===== config.mk =====
export PLATFORM = sky130hd
export DESIGN_NAME = bus_fifo_responder
export DESIGN_NICKNAME = d
export VERILOG_FILES = /design/src/rtl/bus_fifo_responder_pkg.sv /design/src/rtl/sync_fifo.sv /design/src/rtl/bus_fifo_responder.sv
export SDC_FILE = /design/constraint.sdc
export NUM_CORES = 1
export LEC_CHECK = 0
export ABC_AREA = 1
export CAP_MARGIN = 40
export CORE_AREA = 2 2 151 153
export CTS_CLUSTER_DIAMETER = 100
export DETAILED_ROUTE_END_ITERATION = 10
export DIE_AREA = 0 0 153 155
export PLACE_DENSITY = 0.74
export SKIP_LAST_GASP = 1
export SYNTH_ARGS = -nofsm -noshare
export SYNTH_HDL_FRONTEND = slang
export SYNTH_SLANG_ARGS = --single-unit
export TNS_END_PERCENT = 100

===== constraint.sdc =====
create_clock -name clk -period 6.8 [get_ports clk]
set_clock_uncertainty 0.1 [all_clocks]
set_input_delay 1.36 -clock clk [delete_from_list [all_inputs] [get_ports clk]]
set_output_delay 1.36 -clock clk [all_outputs]
set_load 0.01 [all_outputs]

===== src/rtl/bus_fifo_responder_pkg.sv =====
// rtl/bus_fifo_responder_pkg.sv - shared register map constants for bus_fifo_responder
//
// Purpose : register offsets (addr[3:2]), STATUS/CTRL/IRQ_EN bit positions and
//           a helper that packs the STATUS word.
// Ports   : none (package).
// Macro   : BUS_FIFO_RESPONDER_IRQ_EN gives register 3 its IRQ_EN meaning.

package bus_fifo_responder_pkg;

   typedef enum logic [1:0] {
      REG_DATA   = 2'd0,
      REG_STATUS = 2'd1,
      REG_CTRL   = 2'd2,
      REG_IRQ_EN = 2'd3
   } reg_sel_e;

   // STATUS bit positions
   localparam int ST_TX_FULL   = 0;
   localparam int ST_TX_EMPTY  = 1;
   localparam int ST_RX_FULL   = 2;
   localparam int ST_RX_EMPTY  = 3;
   localparam int ST_OVF       = 4;
   localparam int ST_UDF       = 5;
   localparam int ST_TX_CNT_LO = 8;
   localparam int ST_RX_CNT_LO = 16;

   // CTRL action bits (self-clearing, write-only)
   localparam int CTRL_CLR_FLAGS = 0;
   localparam int CTRL_FLUSH     = 1;
   localparam int CTRL_RX_POP    = 2;

   // IRQ_EN bits, matching the source vector {ovf|udf, tx_empty, !rx_empty}
   localparam int IRQ_RX_AVAIL = 0;
   localparam int IRQ_TX_EMPTY = 1;
   localparam int IRQ_ERR      = 2;
   localparam int IRQ_EN_W     = 3;

   function automatic logic [31:0] status_word(
      input logic       tx_full,
      input logic       tx_empty,
      input logic       rx_full,
      input logic       rx_empty,
      input logic       ovf,
      input logic       udf,
      input logic [7:0] tx_cnt,
      input logic [7:0] rx_cnt
   );
      logic [31:0] w;
      w                            = '0;
      w[ST_TX_FULL]                = tx_full;
      w[ST_TX_EMPTY]               = tx_empty;
      w[ST_RX_FULL]                = rx_full;
      w[ST_RX_EMPTY]               = rx_empty;
      w[ST_OVF]                    = ovf;
      w[ST_UDF]                    = udf;
      w[ST_TX_CNT_LO +: 8]         = tx_cnt;
      w[ST_RX_CNT_LO +: 8]         = rx_cnt;
      return w;
   endfunction

endpackage


===== src/rtl/sync_fifo.sv =====
// rtl/sync_fifo.sv - single-clock FIFO with flush and look-ahead count
//
// Purpose : DEPTH x WIDTH FIFO (DEPTH a power of two, >= 2). Full/empty are
//           judged on the pre-edge count, so a push while full is refused even
//           when a pop happens in the same cycle. Flush wins over push and pop.
// Ports   : clk, rst (sync, active-high)
//           push/wdata  write side; accepted when !full and !flush
//           pop         read side; accepted when !empty and !flush
//           flush       empties the FIFO at this edge
//           rdata       head entry (valid when !empty)
//           full, empty, count  current state
//           count_next  count after the coming edge (ignores rst)

module sync_fifo #(
   parameter int DEPTH = 4,
   parameter int WIDTH = 32
) (
   input  logic                     clk,
   input  logic                     rst,
   input  logic                     push,
   input  logic                     pop,
   input  logic                     flush,
   input  logic [WIDTH-1:0]         wdata,
   output logic [WIDTH-1:0]         rdata,
   output logic                     full,
   output logic                     empty,
   output logic [$clog2(DEPTH):0]   count,
   output logic [$clog2(DEPTH):0]   count_next
);

   localparam int AW = $clog2(DEPTH);
   localparam int CW = AW + 1;

   logic [AW-1:0]    wr_ptr_q, wr_ptr_d;
   logic [AW-1:0]    rd_ptr_q, rd_ptr_d;
   logic [CW-1:0]    count_q, count_d;
   logic [WIDTH-1:0] mem_q [DEPTH];
   logic             do_push, do_pop;

   always_comb begin
      full     = (count_q == CW'(DEPTH));
      empty    = (count_q == '0);
      do_push  = push & ~full & ~flush;
      do_pop   = pop & ~empty & ~flush;
      wr_ptr_d = wr_ptr_q;
      rd_ptr_d = rd_ptr_q;
      count_d  = count_q;
      if (flush) begin
         wr_ptr_d = '0;
         rd_ptr_d = '0;
         count_d  = '0;
      end else begin
         // Pointers wrap naturally because DEPTH is a power of two.
         if (do_push) wr_ptr_d = wr_ptr_q + AW'(1);
         if (do_pop)  rd_ptr_d = rd_ptr_q + AW'(1);
         count_d = count_q + CW'(do_push) - CW'(do_pop);
      end
   end

   always_ff @(posedge clk) begin
      if (rst) begin
         wr_ptr_q <= '0;
         rd_ptr_q <= '0;
         count_q  <= '0;
      end else begin
         wr_ptr_q <= wr_ptr_d;
         rd_ptr_q <= rd_ptr_d;
         count_q  <= count_d;
      end
   end

   // Storage needs no reset: pointers and count define what is valid.
   always_ff @(posedge clk) begin
      if (do_push) mem_q[wr_ptr_q] <= wdata;
   end

   assign rdata      = mem_q[rd_ptr_q];
   assign count      = count_q;
   assign count_next = count_d;

endmodule


===== src/rtl/bus_fifo_responder.sv =====
// rtl/bus_fifo_responder.sv - zero-wait-state CPU bus peripheral bridging to TX/RX stream FIFOs
//
// Purpose : answers CPU loads/stores in the same cycle; DATA writes feed the
//           TX FIFO, DATA reads return the RX head; STATUS/CTRL manage both.
// Ports   : clk, rst (sync, active-high)
//           addr[31:0] (addr[3:2] decoded), cs, wr_rd (1=write), data_bus_write
//           data_bus_read  combinational read data, 0 when cs = 0
//           tx_data/tx_valid/tx_ready  device-side TX stream (out)
//           rx_data/rx_valid/rx_ready  device-side RX stream (in)
//           irq  registered interrupt (only with BUS_FIFO_RESPONDER_IRQ_EN)
// Macro   : BUS_FIFO_RESPONDER_IRQ_EN adds irq and the IRQ_EN register at offset 3.

module bus_fifo_responder
   import bus_fifo_responder_pkg::*;
#(
   parameter int TX_DEPTH = 4,
   parameter int RX_DEPTH = 4
) (
   input  logic        clk,
   input  logic        rst,
   input  logic [31:0] addr,
   input  logic        cs,
   input  logic        wr_rd,
   input  logic [31:0] data_bus_write,
   output logic [31:0] data_bus_read,
   output logic [31:0] tx_data,
   output logic        tx_valid,
   input  logic        tx_ready,
   input  logic [31:0] rx_data,
   input  logic        rx_valid,
   output logic        rx_ready
`ifdef BUS_FIFO_RESPONDER_IRQ_EN
   ,
   output logic        irq
`endif
);

   localparam int TX_CW = $clog2(TX_DEPTH) + 1;
   localparam int RX_CW = $clog2(RX_DEPTH) + 1;

   reg_sel_e         sel;
   logic             we;
   logic             wr_data, wr_ctrl;
   logic             ctrl_clr, ctrl_flush, ctrl_pop;

   logic             tx_push, tx_pop, tx_full, tx_empty;
   logic             rx_push, rx_full, rx_empty;
   logic [31:0]      rx_head;
   logic [TX_CW-1:0] tx_count, tx_count_next;
   logic [RX_CW-1:0] rx_count, rx_count_next;

   logic             ovf_q, ovf_d;
   logic             udf_q, udf_d;
   logic [31:0]      status;

   logic             unused_ok;
   assign unused_ok = ^{addr[31:4], addr[1:0], data_bus_write[31:3]};

   // Bus decode: only stores have side effects.
   always_comb begin
      sel        = reg_sel_e'(addr[3:2]);
      we         = cs & wr_rd;
      wr_data    = we & (sel == REG_DATA);
      wr_ctrl    = we & (sel == REG_CTRL);
      ctrl_clr   = wr_ctrl & data_bus_write[CTRL_CLR_FLAGS];
      ctrl_flush = wr_ctrl & data_bus_write[CTRL_FLUSH];
      ctrl_pop   = wr_ctrl & data_bus_write[CTRL_RX_POP];
      tx_push    = wr_data;
      tx_pop     = tx_valid & tx_ready;
      rx_push    = rx_valid & rx_ready;
   end

   sync_fifo #(.DEPTH(TX_DEPTH), .WIDTH(32)) u_tx_fifo (
      .clk        (clk),
      .rst        (rst),
      .push       (tx_push),
      .pop        (tx_pop),
      .flush      (ctrl_flush),
      .wdata      (data_bus_write),
      .rdata      (tx_data),
      .full       (tx_full),
      .empty      (tx_empty),
      .count      (tx_count),
      .count_next (tx_count_next)
   );

   sync_fifo #(.DEPTH(RX_DEPTH), .WIDTH(32)) u_rx_fifo (
      .clk        (clk),
      .rst        (rst),
      .push       (rx_push),
      .pop        (ctrl_pop),
      .flush      (ctrl_flush),
      .wdata      (rx_data),
      .rdata      (rx_head),
      .full       (rx_full),
      .empty      (rx_empty),
      .count      (rx_count),
      .count_next (rx_count_next)
   );

   assign tx_valid = ~tx_empty;
   assign rx_ready = ~rx_full;

   // Sticky error flags; a new error in the clearing cycle keeps the flag set.
   // A pop alongside a flush is not an underflow.
   always_comb begin
      ovf_d = (ovf_q & ~ctrl_clr) | (tx_push & tx_full);
      udf_d = (udf_q & ~ctrl_clr) | (ctrl_pop & rx_empty & ~ctrl_flush);
   end

   always_ff @(posedge clk) begin
      if (rst) begin
         ovf_q <= 1'b0;
         udf_q <= 1'b0;
      end else begin
         ovf_q <= ovf_d;
         udf_q <= udf_d;
      end
   end

`ifdef BUS_FIFO_RESPONDER_IRQ_EN
   logic [IRQ_EN_W-1:0] irq_en_q, irq_en_d;
   logic                irq_q, irq_d;
   logic [IRQ_EN_W-1:0] irq_src_next;

   // irq is registered from the state the FIFOs and flags reach at this edge.
   always_comb begin
      irq_en_d = irq_en_q;
      if (we & (sel == REG_IRQ_EN)) irq_en_d = data_bus_write[IRQ_EN_W-1:0];
      irq_src_next               = '0;
      irq_src_next[IRQ_ERR]      = ovf_d | udf_d;
      irq_src_next[IRQ_TX_EMPTY] = (tx_count_next == '0);
      irq_src_next[IRQ_RX_AVAIL] = (rx_count_next != '0);
      irq_d = |(irq_en_d & irq_src_next);
   end

   always_ff @(posedge clk) begin
      if (rst) begin
         irq_en_q <= '0;
         irq_q    <= 1'b0;
      end else begin
         irq_en_q <= irq_en_d;
         irq_q    <= irq_d;
      end
   end

   assign irq = irq_q;
`else
   logic unused_next;
   assign unused_next = ^{tx_count_next, rx_count_next};
`endif

   always_comb begin
      status = status_word(tx_full, tx_empty, rx_full, rx_empty, ovf_q, udf_q,
                           8'(tx_count), 8'(rx_count));
   end

   always_comb begin
      data_bus_read = '0;
      if (cs) begin
         case (sel)
            REG_DATA:   data_bus_read = rx_empty ? 32'h0 : rx_head;
            REG_STATUS: data_bus_read = status;
`ifdef BUS_FIFO_RESPONDER_IRQ_EN
            REG_IRQ_EN: data_bus_read = {{(32-IRQ_EN_W){1'b0}}, irq_en_q};
`endif
            default:    data_bus_read = '0;
         endcase
      end
   end

endmodule


**After elaboration in Yosys (flattened, before gate mapping)**

Memories as Yosys holds them, arrays and structs flattened. A register that Yosys moved wholly into a read port is not among the register bits.
Index checks and enable logic that the tools add are counted.

- Output and inout bits: 66
- Bits of input ports: 102
- Word-level logic and storage cells: 66
- Bits in writable memories: 256
- Memories: 2
- Bits in registers: 16

- $add $sub $neg: 8
- Reductions and logical operators: 4
- Equal/unequal tests: 4
- Muxes and demuxes: 11
- Bitwise operators: 29

Memory list:

| memory | depth | width | rd ports | clocked after memory_dff | write ports | RTL line | text |
|---|---|---|---|---|---|---|---|
| u_rx_fifo.mem_q | 4 | 32 | 1 | 1 | 1 | sync_fifo.sv:37 | `logic [WIDTH-1:0] mem_q [DEPTH];` |
| u_tx_fifo.mem_q | 4 | 32 | 1 | 1 | 1 | sync_fifo.sv:37 |  |

Operators with widths:

| cell | count |
|---|---|
| $mux 32 | 2 |
| $pmux 32 s2 | 1 |
| $and 1x1->1 | 21 |
| $add 2x1->2 const B | 4 |
| $mux 2 | 4 |
| $add 3x1->3 | 2 |
| $eq 3x3->1 const B | 2 |
| $logic_not 3->1 | 2 |
| $not 1->1 | 6 |
| $sub 3x1->3 | 2 |
| $mux 1 | 4 |
| $eq 2x1->1 const B | 1 |
| $eq 2x2->1 const B | 1 |
| $logic_not 2->1 | 1 |
| $or 1x1->1 | 2 |
| $reduce_or 2->1 | 1 |

**Longest topological paths before layout**

- Word-level depth: 7
- Gate-level depth with buffers: 12
- Gate-level depth less buffers: 12

**Hierarchy**

A second synthesis with hierarchy kept.

- Cells, all modules: 889
- Area, all modules: 11177.0 um^2

By module, submodules not included:

| module | area an instance (um^2) | sequential area each (um^2) | instances | cells an instance |
|---|---|---|---|---|
| sync_fifo | 5297.6 | 4023.9 | 2 | 385 |
| bus_fifo_responder | 581.8 | 40.0 | 1 | 119 |

**Worst setup path after synthesis**

Ideal clock, no wire load.

- Path kind: input-to-reg
- Start point: input port addr[3]
- End point: memory u_tx_fifo.mem_q[0][0] (enable)
- Setup time: 421 ps
- Path slack: 3089 ps
- Path buffers: 0
- Data arrival time: 3190 ps
- Data required time: 6279 ps
- Stages: 4
- Cell sequence: or2_4 nor2_2 nand2_2 nor2_1

- Word-level cells in the longest chain between the ends: 7
- Elaborated cells on any way between the ends: 10
- Those cells by class: eq/ne: 1; mux: 2; bitwise: 6; reduce/logical: 1

Ends and longest elaborated chain:

| element | RTL line | text |
|---|---|---|
| from (decl) | bus_fifo_responder.sv:21 | `input logic [31:0] addr,` |
| $eq 2x2->1 | bus_fifo_responder.sv:64 | `wr_ctrl = we & (sel == REG_CTRL);` |
| $and 1x1->1 | bus_fifo_responder.sv:64 |  |
| $and 1x1->1 | bus_fifo_responder.sv:66 | `ctrl_flush = wr_ctrl & data_bus_write[CTRL_FLUSH];` |
| $not 1->1 | sync_fifo.sv:43 | `do_push = push & ~full & ~flush;` |
| $and 1x1->1 (*) | sync_fifo.sv:43 |  |
| $mux 1 (*) | sync_fifo.sv:74 | `if (do_push) mem_q[wr_ptr_q] <= wdata;` |
| $mux 1 (not written as such) (*) | sync_fifo.sv:74 |  |
| to (decl) | sync_fifo.sv:37 |  |

Mark *: on every way between the ends. The rest lies on a longest branch, timed or not.

**Final worst setup path**

- Start point: input port addr[3]
- End point: output port data_bus_read[20]

- Word-level cells in the longest chain between the ends: 3
- Elaborated cells on any way between the ends: 4
- Those cells by class: eq/ne: 1; mux: 2; reduce/logical: 1

Ends and longest elaborated chain:

| element | RTL line | text |
|---|---|---|
| $eq 2x1->1 or $logic_not 2->1 (tied branches) | bus_fifo_responder.sv:161 | `case (sel)` |
| $pmux 32 s2 (*) | bus_fifo_responder.sv:161 |  |
| $mux 32 (*) | bus_fifo_responder.sv:160 | `if (cs) begin` |
| to (decl) | bus_fifo_responder.sv:25 | `output logic [31:0] data_bus_read,` |

Marked as above.

==> insert_results.sql <==
INSERT INTO impl_metrics (metric_group, metric, value, unit) VALUES
('final_layout', 'final_core_utilization', '0.615', ''),
('floorplanning', 'overall_die_area', '23700', 'sq um'),
('timing', 'post-route-min-period', '5.11', 'ns'),
('run', 'drv.max_cap_violation_count', '0', ''),
('drt', 'post_drt_via_cell_ratio', '5.24', ''),
('placement', 'total_of_buffers_placed_on_input_and_output_ports', '137', ''),
('timing', 'hold_violations', '0', ''),
('clocking', 'htree_num_levels', '1', ''),
('final_layout', 'drive_gt1_frac', '0.0850', ''),
('logic_synthesis', 'synth_fp_nets', '992', ''),
('worst_setup_path', 'crit_path_start_kind', 'input port', ''),
('clocking', 'tritoncts', 'yes', ''),
('timing', 'timing.hold.ws', '0.372', 'ns'),
('logic_synthesis', 'post-synth-top-area-cell', 'sky130_fd_sc_hd__edfxtp_1', ''),
('worst_setup_path', 'critPathBufInv', '2', ''),
('worst_setup_path', 'worst-endpoint-arrival', '3.65', 'ns'),
('logic_synthesis', 'synth_area_per_cell', '12.5', 'sq um'),
('clocking', 'cts-hold-fix-buffers', '0', ''),
('timing', 'relSlewSlack', '0.534', ''),
('worst_setup_path', 'cp_cell_sequence', 'clkdlybuf4s50_1 -> or2_4 -> nor2_4 -> nand2_2 -> a21oi_1 -> clkdlybuf4s50_1', ''),
('logic_synthesis', 'seq_area_frac_synth', '0.740', ''),
('drt', 'route.detailed.drc', '0', ''),
('global_routing', 'global_route.peak_usage_layer', 'met2', ''),
('global_routing', 'number_of_global_route_vias_before_repair', '6802', ''),
('worst_setup_path', 'timing.critical_path.required', '5.34', 'ns'),
('drt', 'route.antenna.remaining_nets', '0', ''),
('global_routing', 'grt_util_met3', '0.0379', ''),
('power_and_ir_drop', 'power.switching', '1.06', 'mW'),
('logic_synthesis', 'syn_inst', '876', ''),
('drt', 'drtPass1Iterations', '4', ''),
('floorplanning', 'fp.dieW', '153', 'um'),
('worst_setup_path', 'timing.critical_path.fanout_max', '20', ''),
('logic_synthesis', 'synth_seq_cells', '276', ''),
('power_and_ir_drop', 'share_clk_of_total_power', '0.360', ''),
('power_and_ir_drop', 'intPower', '3.20', 'mW'),
('floorplanning', 'floorplan.io_pins', '168', ''),
('power_and_ir_drop', 'share_seq_of_total_power', '0.464', ''),
('power_and_ir_drop', 'sw_frac_of_total', '0.249', ''),
('clocking', 'buffer_levels_on_the_longest_clock_path', '3', ''),
('worst_setup_path', 'worstSetupEndpointType', 'output pin', ''),
('worst_setup_path', 'critPathTopFamily', 'buffers and inverters', ''),
('logic_synthesis', 'yosys.cell_types.count', '29', ''),
('floorplanning', 'start_util', '0.491', ''),
('timing', 'setup_violations', '0', ''),
('power_and_ir_drop', 'pwr_density_cell', '312', 'nW/um^2'),
('global_routing', 'use_met1', '0.231', ''),
('logic_synthesis', 'ys_warn_count', '0', ''),
('drt', 'postRouteWirelength', '22500', 'um'),
('clocking', 'post_cts.repair.setup_buffers', '0', ''),
('clocking', 'cts_root_buf', 'sky130_fd_sc_hd__clkbuf_16', ''),
('clocking', 'clock_sink_count', '276', ''),
('worst_setup_path', 'critical_path.slowest_cell', 'sky130_fd_sc_hd__clkdlybuf4s50_1', ''),
('floorplanning', 'chipHeight', '155', 'um'),
('global_routing', 'globalRouteOverflowTotal', '0', ''),
('power_and_ir_drop', 'ir_drop_worst_vdd', '0.184', 'mV'),
('timing', 'fmax', '0.196', 'GHz'),
('drt', 'drt-initial-drc-count', '425', ''),
('logic_synthesis', 'post_synth_instance_area', '10900', 'sq um'),
('status', 'result_of_the_run', 'finished clean', ''),
('timing', 'min_period_over_period', '0.752', ''),
('final_layout', 'nNetsFinal', '1129', ''),
('logic_synthesis', 'post_synth_main_area_contributors', 'sky130_fd_sc_hd__edfxtp_1, sky130_fd_sc_hd__nor2_1, sky130_fd_sc_hd__o21ai_0', ''),
('global_routing', 'grt.total_usage', '0.189', ''),
('global_routing', 'grt_pass1_wl', '35700', 'um'),
('clocking', 'postCtsResizedCells', '0', ''),
('clocking', 'cts_bufs_inserted', '28', ''),
('final_layout', 'total_inserted_antenna_cells', '0', ''),
('timing', 'fin_setup_tns', '0', 'ns'),
('floorplanning', 'core.rowCount', '55', ''),
('global_routing', 'met2_resource_use_gr', '0.338', ''),
('floorplanning', 'core_area', '22200', 'sq um');
-- state kept, by name, indices dropped and copies added (netlist names), named ones only --
name	cells
udf_q	1
u_rx_fifo.mem_q	128
u_rx_fifo.rd_ptr_q	2
u_tx_fifo.count	3
ovf_q	1
u_tx_fifo.rd_ptr_q	2
u_tx_fifo.mem_q	128
u_rx_fifo.wr_ptr_q	2
u_rx_fifo.count	3
u_tx_fifo.wr_ptr_q	2
-- synth_stat cells --
library cell / instances
sky130_fd_sc_hd__buf_2: 14
sky130_fd_sc_hd__ha_1: 12
sky130_fd_sc_hd__xor2_1: 3
sky130_fd_sc_hd__a21boi_0: 1
sky130_fd_sc_hd__nand3_1: 3
sky130_fd_sc_hd__nand2_2: 6
sky130_fd_sc_hd__o22ai_1: 32
sky130_fd_sc_hd__a22o_1: 1
sky130_fd_sc_hd__or2_2: 2
sky130_fd_sc_hd__dfxtp_1: 20
sky130_fd_sc_hd__clkbuf_1: 20
sky130_fd_sc_hd__buf_4: 6
sky130_fd_sc_hd__a21oi_1: 40
sky130_fd_sc_hd__inv_2: 7
sky130_fd_sc_hd__nand2_1: 61
sky130_fd_sc_hd__o21ai_0: 107
sky130_fd_sc_hd__nor2_4: 2
sky130_fd_sc_hd__o21ai_1: 22
sky130_fd_sc_hd__inv_1: 35
sky130_fd_sc_hd__edfxtp_1: 256
sky130_fd_sc_hd__nor3_1: 1
sky130_fd_sc_hd__or2_4: 1
sky130_fd_sc_hd__nor2_2: 1
sky130_fd_sc_hd__nor2_1: 213
sky130_fd_sc_hd__fa_1: 2
sky130_fd_sc_hd__inv_4: 1
sky130_fd_sc_hd__nand4_1: 2
sky130_fd_sc_hd__xnor2_1: 1
sky130_fd_sc_hd__buf_6: 4
-- final timing paths --
path	start	to	slack (ns)	cells after the start
worst max-delay path	addr[3]	data_bus_read[20]	1.69	6
worst min-delay path	ovf_q	ovf_q	0.37	2
worst max register to register	u_tx_fifo.count[1]	u_tx_fifo.count[2]	4.43	10
worst min register to register	ovf_q	ovf_q	0.37	2
-- through the flow --
| stage | std cells | cell area (sq um) |
|---|---|---|
| after global placement | 1258 | 12500 |
| after CTS | 1320 | 13700 |
| after floorplan | 876 | 10900 |
| after global routing | 1320 | 13700 |
| final | 1320 | 13700 |
| after detailed placement | 1268 | 12700 |
-- worst min-delay path: cells and delay by family (launching register included) --
family             cells  cell delay, ns
and+or+nand+nor        1            0.06
DFF                    1            0.32
AOI/OAI and AO/OA      1            0.05
-- power by group through the flow --
stage	logic, mW	registers [mW]	clock network, mW
global route	0.829	1.98	1.64
finish	0.750	1.98	1.53
floorplan	0.399	2.01	0
detailed placement	0.755	2.01	0
CTS	0.759	1.98	1.57
global placement	0.718	2.01	0
-- routing by layer --
metal  wire [um]  part of all wire
met5          11           0.00049
met4         482             0.021
met3        1390             0.062
met2       11300              0.50
met1        9330              0.41
-- cell type report --
| class | count | area (sq um) |
|---|---|---|
| fillers | 1681 | 8550 |
| flip-flops and latches | 276 | 8090 |
| clock buffers | 30 | 729 |
| well taps | 285 | 357 |
| clock inverters | 22 | 213 |
| repair buffers | 151 | 1630 |
| multi-input cells | 513 | 2500 |
| inverters | 43 | 164 |
-- logic make-up after synthesis --
logic type,count (synthesis),synth area share
xor gates and xnor gates,4,0.00321
buffers and inverters,87,0.0365
DFF,276,0.740
adders and majority gates,14,0.0174
and+or+nand+nor,292,0.105
AOI/OAI and AO/OA,203,0.0973
-- cells in the final DEF (no fill, tap or decap), drive strengths merged, types with 2 or more instances in the layout --
cell type / Yosys / routed
or2: 3 / 3
o21ai: 129 / 129
xor2: 3 / 3
o22ai: 32 / 32
nand4: 2 / 2
a21oi: 40 / 40
edfxtp: 256 / 256
nand2: 67 / 67
nor2: 216 / 216
clkinv: 0 / 14
clkinvlp: 0 / 3
clkdlybuf4s50: 0 / 137
inv: 43 / 44
fa: 2 / 2
ha: 12 / 12
buf: 24 / 14
dfxtp: 20 / 20
nand3: 3 / 3
bufinv: 0 / 4
clkbuf: 20 / 30
Note: power is estimated with default switching activity, not from simulation.
